**src/rtl/mem_access_ctrl_pkg.sv**
```systemverilog
// Shared encodings for the load/store sequencer: decoder type codes, FSM states,
// access sizes and small decode helpers.
package mem_access_ctrl_pkg;

    localparam int LOAD_TYPE_BUS  = 3;
    localparam int STORE_TYPE_BUS = 3;

    typedef logic [LOAD_TYPE_BUS-1:0]  load_type_t;
    typedef logic [STORE_TYPE_BUS-1:0] store_type_t;

    localparam load_type_t LT_NONE = 3'b000;
    localparam load_type_t LT_LB   = 3'b001;
    localparam load_type_t LT_LH   = 3'b010;
    localparam load_type_t LT_LW   = 3'b011;
    localparam load_type_t LT_LD   = 3'b100;
    localparam load_type_t LT_LBU  = 3'b101;
    localparam load_type_t LT_LHU  = 3'b110;
    localparam load_type_t LT_LWU  = 3'b111;

    localparam store_type_t ST_NONE = 3'b000;
    localparam store_type_t ST_SB   = 3'b100;
    localparam store_type_t ST_SH   = 3'b101;
    localparam store_type_t ST_SW   = 3'b110;
    localparam store_type_t ST_SD   = 3'b111;

    localparam logic [1:0] SIZE_B = 2'd0;
    localparam logic [1:0] SIZE_H = 2'd1;
    localparam logic [1:0] SIZE_W = 2'd2;
    localparam logic [1:0] SIZE_D = 2'd3;

    typedef enum logic [1:0] {
        MEM_ST_IDLE = 2'd0,
        MEM_ST_REQ  = 2'd1,
        MEM_ST_WAIT = 2'd2,
        MEM_ST_DONE = 2'd3
    } mem_state_t;

    function automatic logic [1:0] load_size(input load_type_t lt);
        logic [1:0] s;
        case (lt)
            LT_NONE, LT_LB, LT_LBU: s = SIZE_B;
            LT_LH, LT_LHU:          s = SIZE_H;
            LT_LW, LT_LWU:          s = SIZE_W;
            LT_LD:                  s = SIZE_D;
            default:                s = SIZE_B;
        endcase
        return s;
    endfunction

    function automatic logic load_signed(input load_type_t lt);
        return (lt == LT_LB) || (lt == LT_LH) || (lt == LT_LW) || (lt == LT_LD);
    endfunction

    // Undefined store encodings fall back to their low two bits.
    function automatic logic [1:0] store_size(input store_type_t st);
        logic [1:0] s;
        case (st)
            ST_NONE: s = SIZE_B;
            ST_SB:   s = SIZE_B;
            ST_SH:   s = SIZE_H;
            ST_SW:   s = SIZE_W;
            ST_SD:   s = SIZE_D;
            default: s = st[1:0];
        endcase
        return s;
    endfunction

    function automatic logic is_aligned(input logic [1:0] size, input logic [2:0] off);
        logic ok;
        case (size)
            SIZE_B:  ok = 1'b1;
            SIZE_H:  ok = (off[0] == 1'b0);
            SIZE_W:  ok = (off[1:0] == 2'b00);
            default: ok = (off == 3'b000);
        endcase
        return ok;
    endfunction

endpackage

```
**src/rtl/mem_access_ctrl_if.sv**
```systemverilog
// Data-memory bus between the load/store sequencer (master) and the memory (slave).
interface mem_access_ctrl_if;
    logic        bus_req;
    logic        bus_we;
    logic [63:0] bus_addr;
    logic [63:0] bus_wdata;
    logic [7:0]  bus_wmask;
    logic        bus_ready;
    logic        bus_rvalid;
    logic [63:0] bus_rdata;

    modport master (
        output bus_req, bus_we, bus_addr, bus_wdata, bus_wmask,
        input  bus_ready, bus_rvalid, bus_rdata
    );

    modport slave (
        input  bus_req, bus_we, bus_addr, bus_wdata, bus_wmask,
        output bus_ready, bus_rvalid, bus_rdata
    );
endinterface

```
**src/rtl/mem_align.sv**
```systemverilog
// Byte-lane steering for the 64-bit bus: store data shift, byte enables and
// load-data extraction with sign or zero extension.
module mem_align
    import mem_access_ctrl_pkg::*;
(
    input  logic [1:0]  size,
    input  logic [2:0]  off,
    input  logic        sign_ext,
    input  logic [63:0] store_data,
    input  logic [63:0] bus_data,
    output logic [63:0] lane_wdata,
    output logic [7:0]  lane_mask,
    output logic [63:0] load_data
);

    logic [63:0] shifted;

    always_comb begin
        lane_wdata = store_data << {off, 3'b000};
        shifted    = bus_data >> {off, 3'b000};
        case (size)
            SIZE_B: begin
                lane_mask = 8'h01 << off;
                load_data = {{56{sign_ext & shifted[7]}}, shifted[7:0]};
            end
            SIZE_H: begin
                lane_mask = 8'h03 << off;
                load_data = {{48{sign_ext & shifted[15]}}, shifted[15:0]};
            end
            SIZE_W: begin
                lane_mask = 8'h0F << off;
                load_data = {{32{sign_ext & shifted[31]}}, shifted[31:0]};
            end
            default: begin
                lane_mask = 8'hFF;
                load_data = shifted;
            end
        endcase
    end

endmodule

```
**src/rtl/mem_access_ctrl.sv**
```systemverilog
// Load/store sequencer between EX and the data-memory bus: alignment check,
// request/response handshake, pipeline stall, timeout and load extension.
module mem_access_ctrl
    import mem_access_ctrl_pkg::*;
#(
    parameter int TIMEOUT = 255
) (
    input  logic               clk,
    input  logic               rst,
    input  logic               req_valid,
    input  logic               flush,
    input  logic               mem_read,
    input  logic               mem_write,
    input  logic [2:0]         load_type,
    input  logic [2:0]         store_type,
    input  logic [63:0]        addr,
    input  logic [63:0]        wdata,
    output logic               stall,
    output logic               done_valid,
    output logic               done_err,
    output logic [63:0]        rdata,
    output logic               misalign,
    output logic [63:0]        bad_addr,
    mem_access_ctrl_if.master  bus
);

    mem_state_t  state_reg, state_next;
    logic [15:0] cnt_reg, cnt_next, cnt_inc;
    logic        flushed_reg, flushed_next;
    logic        err_reg, err_next;
    logic [63:0] rdata_reg, rdata_next;
    logic        misalign_reg, misalign_next;
    logic [63:0] bad_addr_reg, bad_addr_next;
    logic        bus_req_reg, bus_req_next;

    logic [1:0]  size_reg;
    logic [2:0]  off_reg;
    logic        sign_reg;
    logic        we_reg;
    logic        bus_we_reg;
    logic [63:0] bus_addr_reg;
    logic [63:0] bus_wdata_reg;
    logic [7:0]  bus_wmask_reg;

    logic        in_idle, start_req, start_ok, capture, timeout_hit, flush_seen;
    logic [1:0]  start_size;
    logic [1:0]  al_size;
    logic [2:0]  al_off;
    logic [63:0] lane_wdata, load_data;
    logic [7:0]  lane_mask;

    assign in_idle     = (state_reg == MEM_ST_IDLE);
    assign start_size  = mem_write ? store_size(store_type) : load_size(load_type);
    assign start_req   = req_valid & (mem_read | mem_write) & ~flush;
    assign start_ok    = is_aligned(start_size, addr[2:0]);
    assign cnt_inc     = cnt_reg + 16'd1;
    assign timeout_hit = (cnt_inc == 16'(TIMEOUT));

    // One lane unit serves both directions: live inputs while IDLE (store
    // steering at capture), captured access shape while waiting for read data.
    assign al_size = in_idle ? start_size : size_reg;
    assign al_off  = in_idle ? addr[2:0]  : off_reg;

    mem_align u_align (
        .size       (al_size),
        .off        (al_off),
        .sign_ext   (sign_reg),
        .store_data (wdata),
        .bus_data   (bus.bus_rdata),
        .lane_wdata (lane_wdata),
        .lane_mask  (lane_mask),
        .load_data  (load_data)
    );

    always_comb begin
        state_next    = state_reg;
        cnt_next      = cnt_reg;
        flushed_next  = flushed_reg;
        err_next      = err_reg;
        rdata_next    = rdata_reg;
        misalign_next = 1'b0;
        bad_addr_next = bad_addr_reg;
        bus_req_next  = bus_req_reg;
        capture       = 1'b0;
        stall         = 1'b0;
        done_valid    = 1'b0;
        done_err      = 1'b0;
        flush_seen    = flushed_reg | flush;
        case (state_reg)
            MEM_ST_IDLE: begin
                if (start_req) begin
                    if (start_ok) begin
                        stall        = 1'b1;
                        capture      = 1'b1;
                        cnt_next     = 16'd0;
                        flushed_next = 1'b0;
                        err_next     = 1'b0;
                        rdata_next   = 64'd0;
                        bus_req_next = 1'b1;
                        state_next   = MEM_ST_REQ;
                    end else begin
                        misalign_next = 1'b1;
                        bad_addr_next = addr;
                    end
                end
            end
            MEM_ST_REQ: begin
                stall    = 1'b1;
                cnt_next = cnt_inc;
                if (flush && !bus.bus_ready) begin
                    bus_req_next = 1'b0;
                    state_next   = MEM_ST_IDLE;
                end else if (timeout_hit) begin
                    bus_req_next = 1'b0;
                    err_next     = 1'b1;
                    rdata_next   = 64'd0;
                    state_next   = flush ? MEM_ST_IDLE : MEM_ST_DONE;
                end else if (bus.bus_ready) begin
                    bus_req_next = 1'b0;
                    flushed_next = flush;
                    state_next   = MEM_ST_WAIT;
                end
            end
            MEM_ST_WAIT: begin
                stall    = 1'b1;
                cnt_next = cnt_inc;
                // A flushed access still drains its response so the bus stays in step.
                if (bus.bus_rvalid) begin
                    err_next   = 1'b0;
                    rdata_next = we_reg ? 64'd0 : load_data;
                    state_next = flush_seen ? MEM_ST_IDLE : MEM_ST_DONE;
                end else if (timeout_hit) begin
                    err_next   = 1'b1;
                    rdata_next = 64'd0;
                    state_next = flush_seen ? MEM_ST_IDLE : MEM_ST_DONE;
                end else begin
                    flushed_next = flush_seen;
                end
            end
            MEM_ST_DONE: begin
                done_valid = ~flush;
                done_err   = err_reg & ~flush;
                state_next = MEM_ST_IDLE;
            end
            default: state_next = MEM_ST_IDLE;
        endcase
    end

    always_ff @(posedge clk or posedge rst) begin
        if (rst) begin
            state_reg     <= MEM_ST_IDLE;
            cnt_reg       <= 16'd0;
            flushed_reg   <= 1'b0;
            err_reg       <= 1'b0;
            rdata_reg     <= 64'd0;
            misalign_reg  <= 1'b0;
            bad_addr_reg  <= 64'd0;
            bus_req_reg   <= 1'b0;
            size_reg      <= SIZE_B;
            off_reg       <= 3'd0;
            sign_reg      <= 1'b0;
            we_reg        <= 1'b0;
            bus_we_reg    <= 1'b0;
            bus_addr_reg  <= 64'd0;
            bus_wdata_reg <= 64'd0;
            bus_wmask_reg <= 8'd0;
        end else begin
            state_reg     <= state_next;
            cnt_reg       <= cnt_next;
            flushed_reg   <= flushed_next;
            err_reg       <= err_next;
            rdata_reg     <= rdata_next;
            misalign_reg  <= misalign_next;
            bad_addr_reg  <= bad_addr_next;
            bus_req_reg   <= bus_req_next;
            if (capture) begin
                size_reg      <= start_size;
                off_reg       <= addr[2:0];
                sign_reg      <= ~mem_write & load_signed(load_type);
                we_reg        <= mem_write;
                bus_we_reg    <= mem_write;
                bus_addr_reg  <= {addr[63:3], 3'b000};
                bus_wdata_reg <= mem_write ? lane_wdata : 64'd0;
                bus_wmask_reg <= mem_write ? lane_mask  : 8'd0;
            end
        end
    end

    assign rdata         = rdata_reg;
    assign misalign      = misalign_reg;
    assign bad_addr      = bad_addr_reg;
    assign bus.bus_req   = bus_req_reg;
    assign bus.bus_we    = bus_we_reg;
    assign bus.bus_addr  = bus_addr_reg;
    assign bus.bus_wdata = bus_wdata_reg;
    assign bus.bus_wmask = bus_wmask_reg;

endmodule

```
**src/flat_wrapper.sv**
```systemverilog
// flat-port wrapper written by rule: the top's interface ports become plain ports
module mem_access_ctrl_flat import mem_access_ctrl_pkg::*;
#(
    parameter int TIMEOUT = 255
)
  (clk, rst, req_valid, flush, mem_read, mem_write, load_type, store_type, addr, wdata, stall, done_valid, done_err, rdata, misalign, bad_addr, bus_bus_req, bus_bus_we, bus_bus_addr, bus_bus_wdata, bus_bus_wmask, bus_bus_ready, bus_bus_rvalid, bus_bus_rdata);
  mem_access_ctrl_if bus_i ();
  input  logic clk;
  input  logic rst;
  input  logic req_valid;
  input  logic flush;
  input  logic mem_read;
  input  logic mem_write;
  input  logic [2:0] load_type;
  input  logic [2:0] store_type;
  input  logic [63:0] addr;
  input  logic [63:0] wdata;
  output logic stall;
  output logic done_valid;
  output logic done_err;
  output logic [63:0] rdata;
  output logic misalign;
  output logic [63:0] bad_addr;
  output wire logic [$bits(bus_i.bus_req)-1:0] bus_bus_req;
  output wire logic [$bits(bus_i.bus_we)-1:0] bus_bus_we;
  output wire logic [$bits(bus_i.bus_addr)-1:0] bus_bus_addr;
  output wire logic [$bits(bus_i.bus_wdata)-1:0] bus_bus_wdata;
  output wire logic [$bits(bus_i.bus_wmask)-1:0] bus_bus_wmask;
  input wire logic [$bits(bus_i.bus_ready)-1:0] bus_bus_ready;
  input wire logic [$bits(bus_i.bus_rvalid)-1:0] bus_bus_rvalid;
  input wire logic [$bits(bus_i.bus_rdata)-1:0] bus_bus_rdata;
  assign bus_bus_req = bus_i.bus_req;
  assign bus_bus_we = bus_i.bus_we;
  assign bus_bus_addr = bus_i.bus_addr;
  assign bus_bus_wdata = bus_i.bus_wdata;
  assign bus_bus_wmask = bus_i.bus_wmask;
  assign bus_i.bus_ready = bus_bus_ready;
  assign bus_i.bus_rvalid = bus_bus_rvalid;
  assign bus_i.bus_rdata = bus_bus_rdata;
  mem_access_ctrl #(.TIMEOUT(TIMEOUT)) u_core (.clk(clk), .rst(rst), .req_valid(req_valid), .flush(flush), .mem_read(mem_read), .mem_write(mem_write), .load_type(load_type), .store_type(store_type), .addr(addr), .wdata(wdata), .stall(stall), .done_valid(done_valid), .done_err(done_err), .rdata(rdata), .misalign(misalign), .bad_addr(bad_addr), .bus(bus_i));
endmodule
```
**config.mk**
```make
export PLATFORM = sky130hd
export DESIGN_NAME = mem_access_ctrl_flat
export DESIGN_NICKNAME = d
export VERILOG_FILES = /design/src/rtl/mem_access_ctrl_pkg.sv /design/src/rtl/mem_access_ctrl_if.sv /design/src/rtl/mem_align.sv /design/src/rtl/mem_access_ctrl.sv /design/src/flat_wrapper.sv
export SDC_FILE = /design/constraint.sdc
export NUM_CORES = 1
export LEC_CHECK = 0
export ABC_CLOCK_PERIOD_IN_PS = 10100
export BUFFER_PORTS_ARGS = -buffer_cell sky130_fd_sc_hd__buf_2
export CAP_MARGIN = 20
export CORE_ASPECT_RATIO = 1.75
export CORE_MARGIN = 3
export CORE_UTILIZATION = 35
export DETAILED_ROUTE_END_ITERATION = 12
export PLACE_DENSITY_LB_ADDON = 0.12
export SYNTH_ARGS = -nofsm -noshare
export SYNTH_HDL_FRONTEND = slang
export SYNTH_SLANG_ARGS = --single-unit
```
**constraint.sdc**
```tcl
create_clock -name clk -period 10.1 [get_ports clk]
set_input_delay 1.01 -clock clk [delete_from_list [all_inputs] [get_ports clk]]
set_output_delay 1.01 -clock clk [all_outputs]
set_load 0.005 [all_outputs]
```
==> summary.txt, run 1 <==
Timing
  – Setup TNS: 0 ps
  – Unrepaired setup endpoints after global routing: false
  – Final critical-path required period: 4622 ps
  – Worst-case setup margin in the final layout: 5478 ps
  – Final hold violation count: 0
  – Relative slew slack: 0.2521
  – Fin. max-slew vios: 0
  – Achievable clock frequency: 0.2163 GHz
  – Max Clock Skew: 16.14 ps
  – Final setup violating endpoints: 0
  – Slew at the pin closest to its max-slew limit: 1121 ps
  – Tcrit/Tclk final: 0.4576

Place
  – Dpl ws: 5584 ps
  – Routability congestion estimate: 0.9015
  – Placed wire-length estimate: 41630 um
  – Number of port buffers: 471

Clock network
  – # H-tree levels: 1
  – Root Driver: sky130_fd_sc_hd__clkbuf_16
  – Clk Latency, worst-skew pair: 570 ps
  – Number of buffers added by the clock tree synthesis step: 30
  – PostCTS Resize Cnt: 0
  – Clock tree from TritonCTS: built
  – Total clock sinks: 290
  – Hold bufs inserted after CTS: 0
  – Worst-path clk slew: 60 ps
  – Total setup buffers inserted after CTS: 0
  – Max clock buf depth: 3

Power and ir drop
  – Fraction of power spent switching nets: 0.4260
  – Sequential cell fraction of total power: 0.316
  – Portion of total power attributed to the clock network: 0.201
  – PD cells: 307.0 mW/mm^2
  – Net switching power figure: 2.413 mW
  – Maximum ir drop on the vdd rail: 165.8 uV
  – Relative contribution of combinational cells to total power: 0.483
  – Leak pwr: 9.544 nW
  – Cell internal power dissipation: 3.250 mW

Global routing
  – Largest net degree at the start of global routing: 168
  – Antenna violations before repair: 8
  – Wire length of the first global-routing pass: 86580 um
  – Vias in the first global route: 14190
  – Total GRT Usage: 0.2494
  – Grt total ovfl: 0

Route
  – Antenna-violating nets left: 0
  – Iteration-0 DRC Markers: 926
  – Via-to-Cell Ratio: 5.384
  – Total detailed-routing wirelength: 57380 um
  – Total DRC errors in the routed layout: 0
  – DR WL/cell: 22.49 um
  – Via count: 13730
  – Detailed-routing iteration count for the pre-antenna-repair pass: 5

Synthesis
  – Flip-flop and latch count after synthesis: 290
  – Cell area after synthesis: 0.01462 sq mm
  – Distinct cell type count after synthesis: 61
  – Cell count after synthesis: 1563
  – EDFF count, synth: 0
  – Most common flop cell mapped by yosys: sky130_fd_sc_hd__dfrtp_1
  – Yosys top cell by area: sky130_fd_sc_hd__dfrtp_1
  – YS warnings: 0
  – Most area-consuming cells after synthesis: sky130_fd_sc_hd__dfrtp_1 50%, sky130_fd_sc_hd__nand2_1 9.7%, sky130_fd_sc_hd__mux2i_1 6.5%
  – Top cell type's share of synthesized area: 0.4962
  – Mean instance size in the synthesized netlist: 9.356 sq um
  – Proportion of synthesized chip area in sequential cells: 0.4962
  – Synth async-reset ratio: 1.000

Setup path
  – Worst Path Max Fanout: 78
  – CP startpoint kind: register
  – Sort of element at the end of the critical path: primary output
  – Critical Setup Path Class: register to primary output
  – Data arrival time of the critical path: 3610 ps
  – Crit-path cells: inv_1 > ha_1 > inv_1 > nor3_1 > nand2_4 > a21oi_1 > buf_2
  – CP most frequent cell: sky130_fd_sc_hd__inv_1
  – Required time of the critical path: 9090 ps
  – Critical path's slowest cell: sky130_fd_sc_hd__ha_1
  – Largest delay contributor family on the critical path: simple AND/OR/NAND/NOR gates
  – Crit-path max cell delay: 660 ps
  – Buf/Inv on CP: 3

Layout
  – Most frequent cells in the layout: 471 x sky130_fd_sc_hd__buf_2, 376 x sky130_fd_sc_hd__nand2_1, 290 x sky130_fd_sc_hd__dfrtp_1
  – Area overhead of the layout relative to synthesis: 26.12%
  – Layout net count: 2195
  – Most common cell after layout, fill and taps aside: sky130_fd_sc_hd__buf_2
  – Utilization of the core after routing: 0.4490
  – Proportion of layout cells with a drive suffix above 1: 0.3146

Status
  – Status: finished, final reports clean

Flow run
  – Number of maximum-capacitance constraint violations: 0

Floorplan
  – Core region area: 0.04108 sq mm
  – Total die area: 0.04437 sq mm
  – Die Y: 276.4 um
  – Die Span X: 160.5 um
  – I/O pins: 476
  – Initial core utilization: 0.3560
  – Number of cell rows: 98

Min path
  – Worst hold path class: register to register
[per-layer routing]
layer  part of all wire  track usage  up-vias
li1                   -            -     6326
met1               0.36       0.2709     6639
met2               0.49       0.4308      621
met3              0.072      0.05801      146
met4              0.075       0.1626        2
met5            0.00014            0        -
[final cells by class]
class	count	area (sq um)
Antenna cell	8	20.02
Clock buffer	37	828.3
Clock inverter	13	153.9
Fill cell	4115	22630
Inverter	17	71.32
Multi-Input combinational cell	1142	6883
Sequential cell	290	7257
Tap cell	550	688.2
Timing Repair Buffer	494	2542
[worst paths after layout]
path	from	endpoint	slack, ps	depth (start not counted)
hold reg to reg	u_core.bus.bus_addr[14]$_DFFE_PP0P_	u_core.bus.bus_addr[14]$_DFFE_PP0P_	470	2
min in group asynchronous	rst	u_core.bad_addr[43]$_DFFE_PP0P_	620	2
hold / removal	u_core.bus.bus_addr[14]$_DFFE_PP0P_	u_core.bus.bus_addr[14]$_DFFE_PP0P_	470	2
max in group asynchronous	rst	u_core.bad_addr[7]$_DFFE_PP0P_	7910	3
setup reg to reg	u_core.state_reg[0]$_DFFE_PP0P_	u_core.rdata[51]$_DFFE_PP0P_	5820	12
setup / recovery	u_core.state_reg[0]$_DFFE_PP0P_	stall	5480	7
[cells by family after synthesis]
| family | after synthesis | synth area share |
|---|---|---|
| compound gates | 388 | 0.1711 |
| xor+xnor | 3 | 0.001797 |
| fa+ha+maj | 14 | 0.01198 |
| buf+inv | 133 | 0.03730 |
| flops | 290 | 0.4962 |
| mux | 163 | 0.1174 |
| other cells | 1 | 0.0002564 |
| simple gates | 571 | 0.1639 |
[power groups by stage]
stage	clock (mW)	combinational, mW	sequential [mW]
2_1_floorplan	0	1.57	1.82
3_3_place_gp	0	2.73	1.79
5_1_grt	1.21	2.99	1.85
4_1_cts	1.17	2.76	1.79
3_5_place_dp	0	2.75	1.80
6_report	1.14	2.74	1.79
[per-stage QoR]
| stage | hold WS, ps | cell area, sq um | power, mW | instances |
|---|---|---|---|---|
| after floorplan | 440.7 | 14630 | 3.391 | 1565 |
| after global placement | 455.0 | 17430 | 4.517 | 2492 |
| after detailed placement | 456.2 | 17440 | 4.551 | 2493 |
| after CTS | 473.1 | 18420 | 5.718 | 2543 |
| after global routing | 491.9 | 18440 | 6.045 | 2548 |
| final | 468.3 | 18440 | 5.663 | 2551 |
[cells in the mapped netlist, types with 2 or more instances]
cell / count
sky130_fd_sc_hd__a21o_1: 4
sky130_fd_sc_hd__a21oi_1: 69
sky130_fd_sc_hd__a221o_1: 3
sky130_fd_sc_hd__a221oi_1: 16
sky130_fd_sc_hd__a22o_1: 45
sky130_fd_sc_hd__a22oi_1: 17
sky130_fd_sc_hd__a31oi_1: 22
sky130_fd_sc_hd__a32oi_1: 9
sky130_fd_sc_hd__and2_1: 13
sky130_fd_sc_hd__and3_1: 8
sky130_fd_sc_hd__buf_1: 14
sky130_fd_sc_hd__buf_2: 19
sky130_fd_sc_hd__buf_4: 4
sky130_fd_sc_hd__clkbuf_1: 78
sky130_fd_sc_hd__dfrtp_1: 290
sky130_fd_sc_hd__ha_1: 14
sky130_fd_sc_hd__inv_1: 17
sky130_fd_sc_hd__mux2_2: 68
sky130_fd_sc_hd__mux2i_1: 95
sky130_fd_sc_hd__nand2_1: 377
sky130_fd_sc_hd__nand2b_1: 6
sky130_fd_sc_hd__nand3_1: 39
sky130_fd_sc_hd__nand4_1: 2
sky130_fd_sc_hd__nand4b_1: 2
sky130_fd_sc_hd__nor2_1: 91
sky130_fd_sc_hd__nor2b_1: 10
sky130_fd_sc_hd__nor3_1: 9
sky130_fd_sc_hd__nor4_1: 2
sky130_fd_sc_hd__nor4_4: 2
sky130_fd_sc_hd__o2111ai_1: 2
sky130_fd_sc_hd__o211ai_1: 10
sky130_fd_sc_hd__o21ai_0: 123
sky130_fd_sc_hd__o22ai_1: 33
sky130_fd_sc_hd__o31ai_1: 18
sky130_fd_sc_hd__o32ai_1: 2
sky130_fd_sc_hd__o41ai_1: 2
sky130_fd_sc_hd__or2_2: 2
sky130_fd_sc_hd__xnor2_1: 3
[worst reg2reg max path: stages, from the launching register on]
cell and delay [ps]:
sky130_fd_sc_hd__dfrtp_1 400, sky130_fd_sc_hd__inv_1 100, sky130_fd_sc_hd__ha_1 660, sky130_fd_sc_hd__mux2_4 560, sky130_fd_sc_hd__buf_4 670, sky130_fd_sc_hd__nor2_2 430
sky130_fd_sc_hd__nand2_1 160, sky130_fd_sc_hd__o21ai_0 90, sky130_fd_sc_hd__a21oi_1 280, sky130_fd_sc_hd__nor2b_1 80, sky130_fd_sc_hd__o211ai_1 160, sky130_fd_sc_hd__buf_4 370
sky130_fd_sc_hd__o211ai_1 180
No activity file was read; power rests on OpenSTA's default activity.
==> run 2: changes to the inputs <==
--- a/config.mk
+++ b/config.mk
@@ -5,7 +5,7 @@
 export SDC_FILE = /design/constraint.sdc
 export NUM_CORES = 1
 export LEC_CHECK = 0
-export ABC_CLOCK_PERIOD_IN_PS = 10100
+export ABC_CLOCK_PERIOD_IN_PS = 4300
 export BUFFER_PORTS_ARGS = -buffer_cell sky130_fd_sc_hd__buf_2
 export CAP_MARGIN = 20
 export CORE_ASPECT_RATIO = 1.75
==> constraint.sdc (replaced) <==
create_clock -name clk -period 4.3 [get_ports clk]
set_input_delay 0.43 -clock clk [delete_from_list [all_inputs] [get_ports clk]]
set_output_delay 0.43 -clock clk [all_outputs]
set_load 0.005 [all_outputs]
==> run 2 against run 1 <==
Global-route usage is 0.69 points higher. Combinational power grew 140%. Sequential power increased by 140%. Worst hold slack got worse by 420 ps. Largest cell class unchanged. Largest power group unchanged. Highest routed layer unchanged.
==> summary.txt, run 2 (same netlist as run 1, synthesis figures left out) <==
Setup path
  – Startpoint of the most critical register-to-register path: u_core.state_reg[0]$_DFFE_PP0P_
  – Critical Setup Path Class: register to primary output
  – Sort of element at the end of the critical path: primary output
  – Worst Path Max Fanout: 40
  – Terminus of the critical flop-to-flop path: u_core.rdata[59]$_DFFE_PP0P_
  – Register-to-Register Setup Slack: 730 ps
  – CP startpoint kind: register
  – R2R cell count: 10
  – Data arrival time of the critical path: 3400 ps
  – Required time of the critical path: 3870 ps

Floorplan
  – Core region area: 0.04108 sq mm
  – Number of cell rows: 98
  – Die Span X: 160.5 um
  – Die Y: 276.4 um
  – I/O pins: 476
  – Total die area: 0.04437 sq mm
  – Initial core utilization: 0.3560

Min path
  – Worst hold path class: primary input to register
  – Worst-case hold path end point: u_core.bus.bus_addr[32]$_DFFE_PP0P_
  – Number of cells on the worst hold path: 3
  – Hold path start: addr[32]

Layout
  – Storage cell area: 0.007257 sq mm
  – Proportion of layout cells with a drive suffix above 1: 0.3256
  – Area overhead of the layout relative to synthesis: 28.34%
  – Layout Cell Area excl Fill: 0.01877 sq mm
  – Most frequent cells in the layout: 471 x sky130_fd_sc_hd__buf_2, 376 x sky130_fd_sc_hd__nand2_1, 290 x sky130_fd_sc_hd__dfrtp_1
  – Layout filler cell count: 4127
  – Area of combinational cells with multiple inputs: 0.006883 sq mm
  – Most common cell after layout, fill and taps aside: sky130_fd_sc_hd__buf_2
  – Layout net count: 2222

Route
  – Total detailed-routing wirelength: 58750 um
  – Highest Signal Layer: met5
  – Via-to-Cell Ratio: 5.369
  – Antenna-violating nets left: 0
  – DR WL/cell: 22.78 um
  – Met3 wire len: 4218 um
  – M1 WL: 21100 um
  – Total DRC errors in the routed layout: 0
  – Via count: 13850
  – Iteration-0 DRC Markers: 803
  – Met2 wire length: 29310 um
  – Detailed-routing iteration count for the pre-antenna-repair pass: 6

Power and ir drop
  – Maximum ir drop on the vdd rail: 484.7 uV
  – PD cells: 725.9 mW/mm^2
  – Leak pwr: 9.713 nW

Timing
  – Fin. max-slew vios: 0
  – Achievable clock frequency: 0.2611 GHz
  – Unrepaired setup endpoints after global routing: false
  – Final critical-path required period: 3830 ps
  – Slew at the pin closest to its max-slew limit: 1138 ps
  – Max Clock Skew: 26.24 ps
  – Final hold violation count: 0
  – Tcrit/Tclk final: 0.8908
  – Final setup violating endpoints: 0
  – Setup TNS: 0 ps
  – Relative slew slack: 0.2415

Clock network
  – Root Driver: sky130_fd_sc_hd__clkbuf_16
  – Number of buffers added by the clock tree synthesis step: 31
  – Clk Latency, worst-skew pair: 590 ps
  – Total clock sinks: 290
  – PostCTS Resize Cnt: 0
  – # H-tree levels: 1
  – Max clock buf depth: 3
  – Clock tree from TritonCTS: built
  – Total setup buffers inserted after CTS: 0
  – Worst-path clk slew: 70 ps

Global routing
  – Largest net degree at the start of global routing: 81
  – Grt total ovfl: 0
  – Total GRT Usage: 0.2563
  – Vias in the first global route: 14510
  – Wire length of the first global-routing pass: 88550 um
  – Antenna violations before repair: 8

Place
  – Area after DPL: 0.01769 sq mm
  – Placed wire-length estimate: 43460 um
  – Routability congestion estimate: 0.9170
  – Number of port buffers: 471

Status
  – Status: finished, final reports clean

Flow run
  – Number of maximum-capacitance constraint violations: 0
-- run 2: final cells by class --
type	count	area share
Inverter	17	0.003600
Antenna cell	5	0.0006667
Tap cell	550	0.03667
Multi-Input combinational cell	1142	0.3667
Clock inverter	16	0.009667
Timing Repair Buffer	520	0.1493
Clock buffer	39	0.04667
Sequential cell	290	0.3867
-- run 2: stage by stage --
stage | worst slack [ps] | cells | util | power (mW) | hold WS, ps
2_1_floorplan | 22.82 | 1565 | - | 7.966 | 440.7
3_5_place_dp | 566.5 | 2518 | 0.4306 | 10.85 | 433.9
5_1_grt | 267.0 | 2577 | 0.4568 | 14.49 | 37.84
3_3_place_gp | 644.6 | 2517 | 0.4301 | 10.77 | 451.2
4_1_cts | 396.6 | 2574 | 0.4566 | 13.73 | 15.97
6_report | 469.6 | 2579 | 0.4569 | 13.62 | 43.43
-- run 2: critical path: stages, from the launching register on --
cell and delay (ps):
sky130_fd_sc_hd__dfrtp_1 400, sky130_fd_sc_hd__inv_1 120, sky130_fd_sc_hd__ha_1 550, sky130_fd_sc_hd__buf_4 250, sky130_fd_sc_hd__inv_1 80, sky130_fd_sc_hd__nor3_1 550, sky130_fd_sc_hd__nand2_4 430, sky130_fd_sc_hd__a21oi_1 280
sky130_fd_sc_hd__buf_2 140
-- run 2: worst max-delay path by stage --
stage	endpoint	start	cells after the start
2_1_floorplan	u_core.bad_addr[0]$_DFFE_PP0P_	rst	1
3_3_place_gp	u_core.rdata[57]$_DFFE_PP0P_	load_type[0]	11
3_5_place_dp	u_core.rdata[59]$_DFFE_PP0P_	load_type[0]	11
4_1_cts	stall	u_core.state_reg[0]$_DFFE_PP0P_	8
5_1_grt	stall	u_core.state_reg[0]$_DFFE_PP0P_	8
6_report	stall	u_core.state_reg[0]$_DFFE_PP0P_	8
-- run 2: power by group --
| group | total (mW) | internal [mW] | switching (mW) |
|---|---|---|---|
| Sequential | 4.22 | 3.67 | 0.551 |
| Combinational | 6.59 | 2.55 | 4.04 |
| Clock | 2.82 | 1.62 | 1.20 |
-- run 2: what timing repair did --
action | 4_1_cts | 5_1_grt
endpoints found under the setup margin | 0 | 0
hold buffers | 1 | 0
endpoints found under the hold margin | 12 | 0
-- run 2: per-layer routing --
layer	up-vias	track usage
met5	-	0
met4	2	0.1581
met3	164	0.05936
met2	609	0.4461
met1	6696	0.2795
li1	6376	-
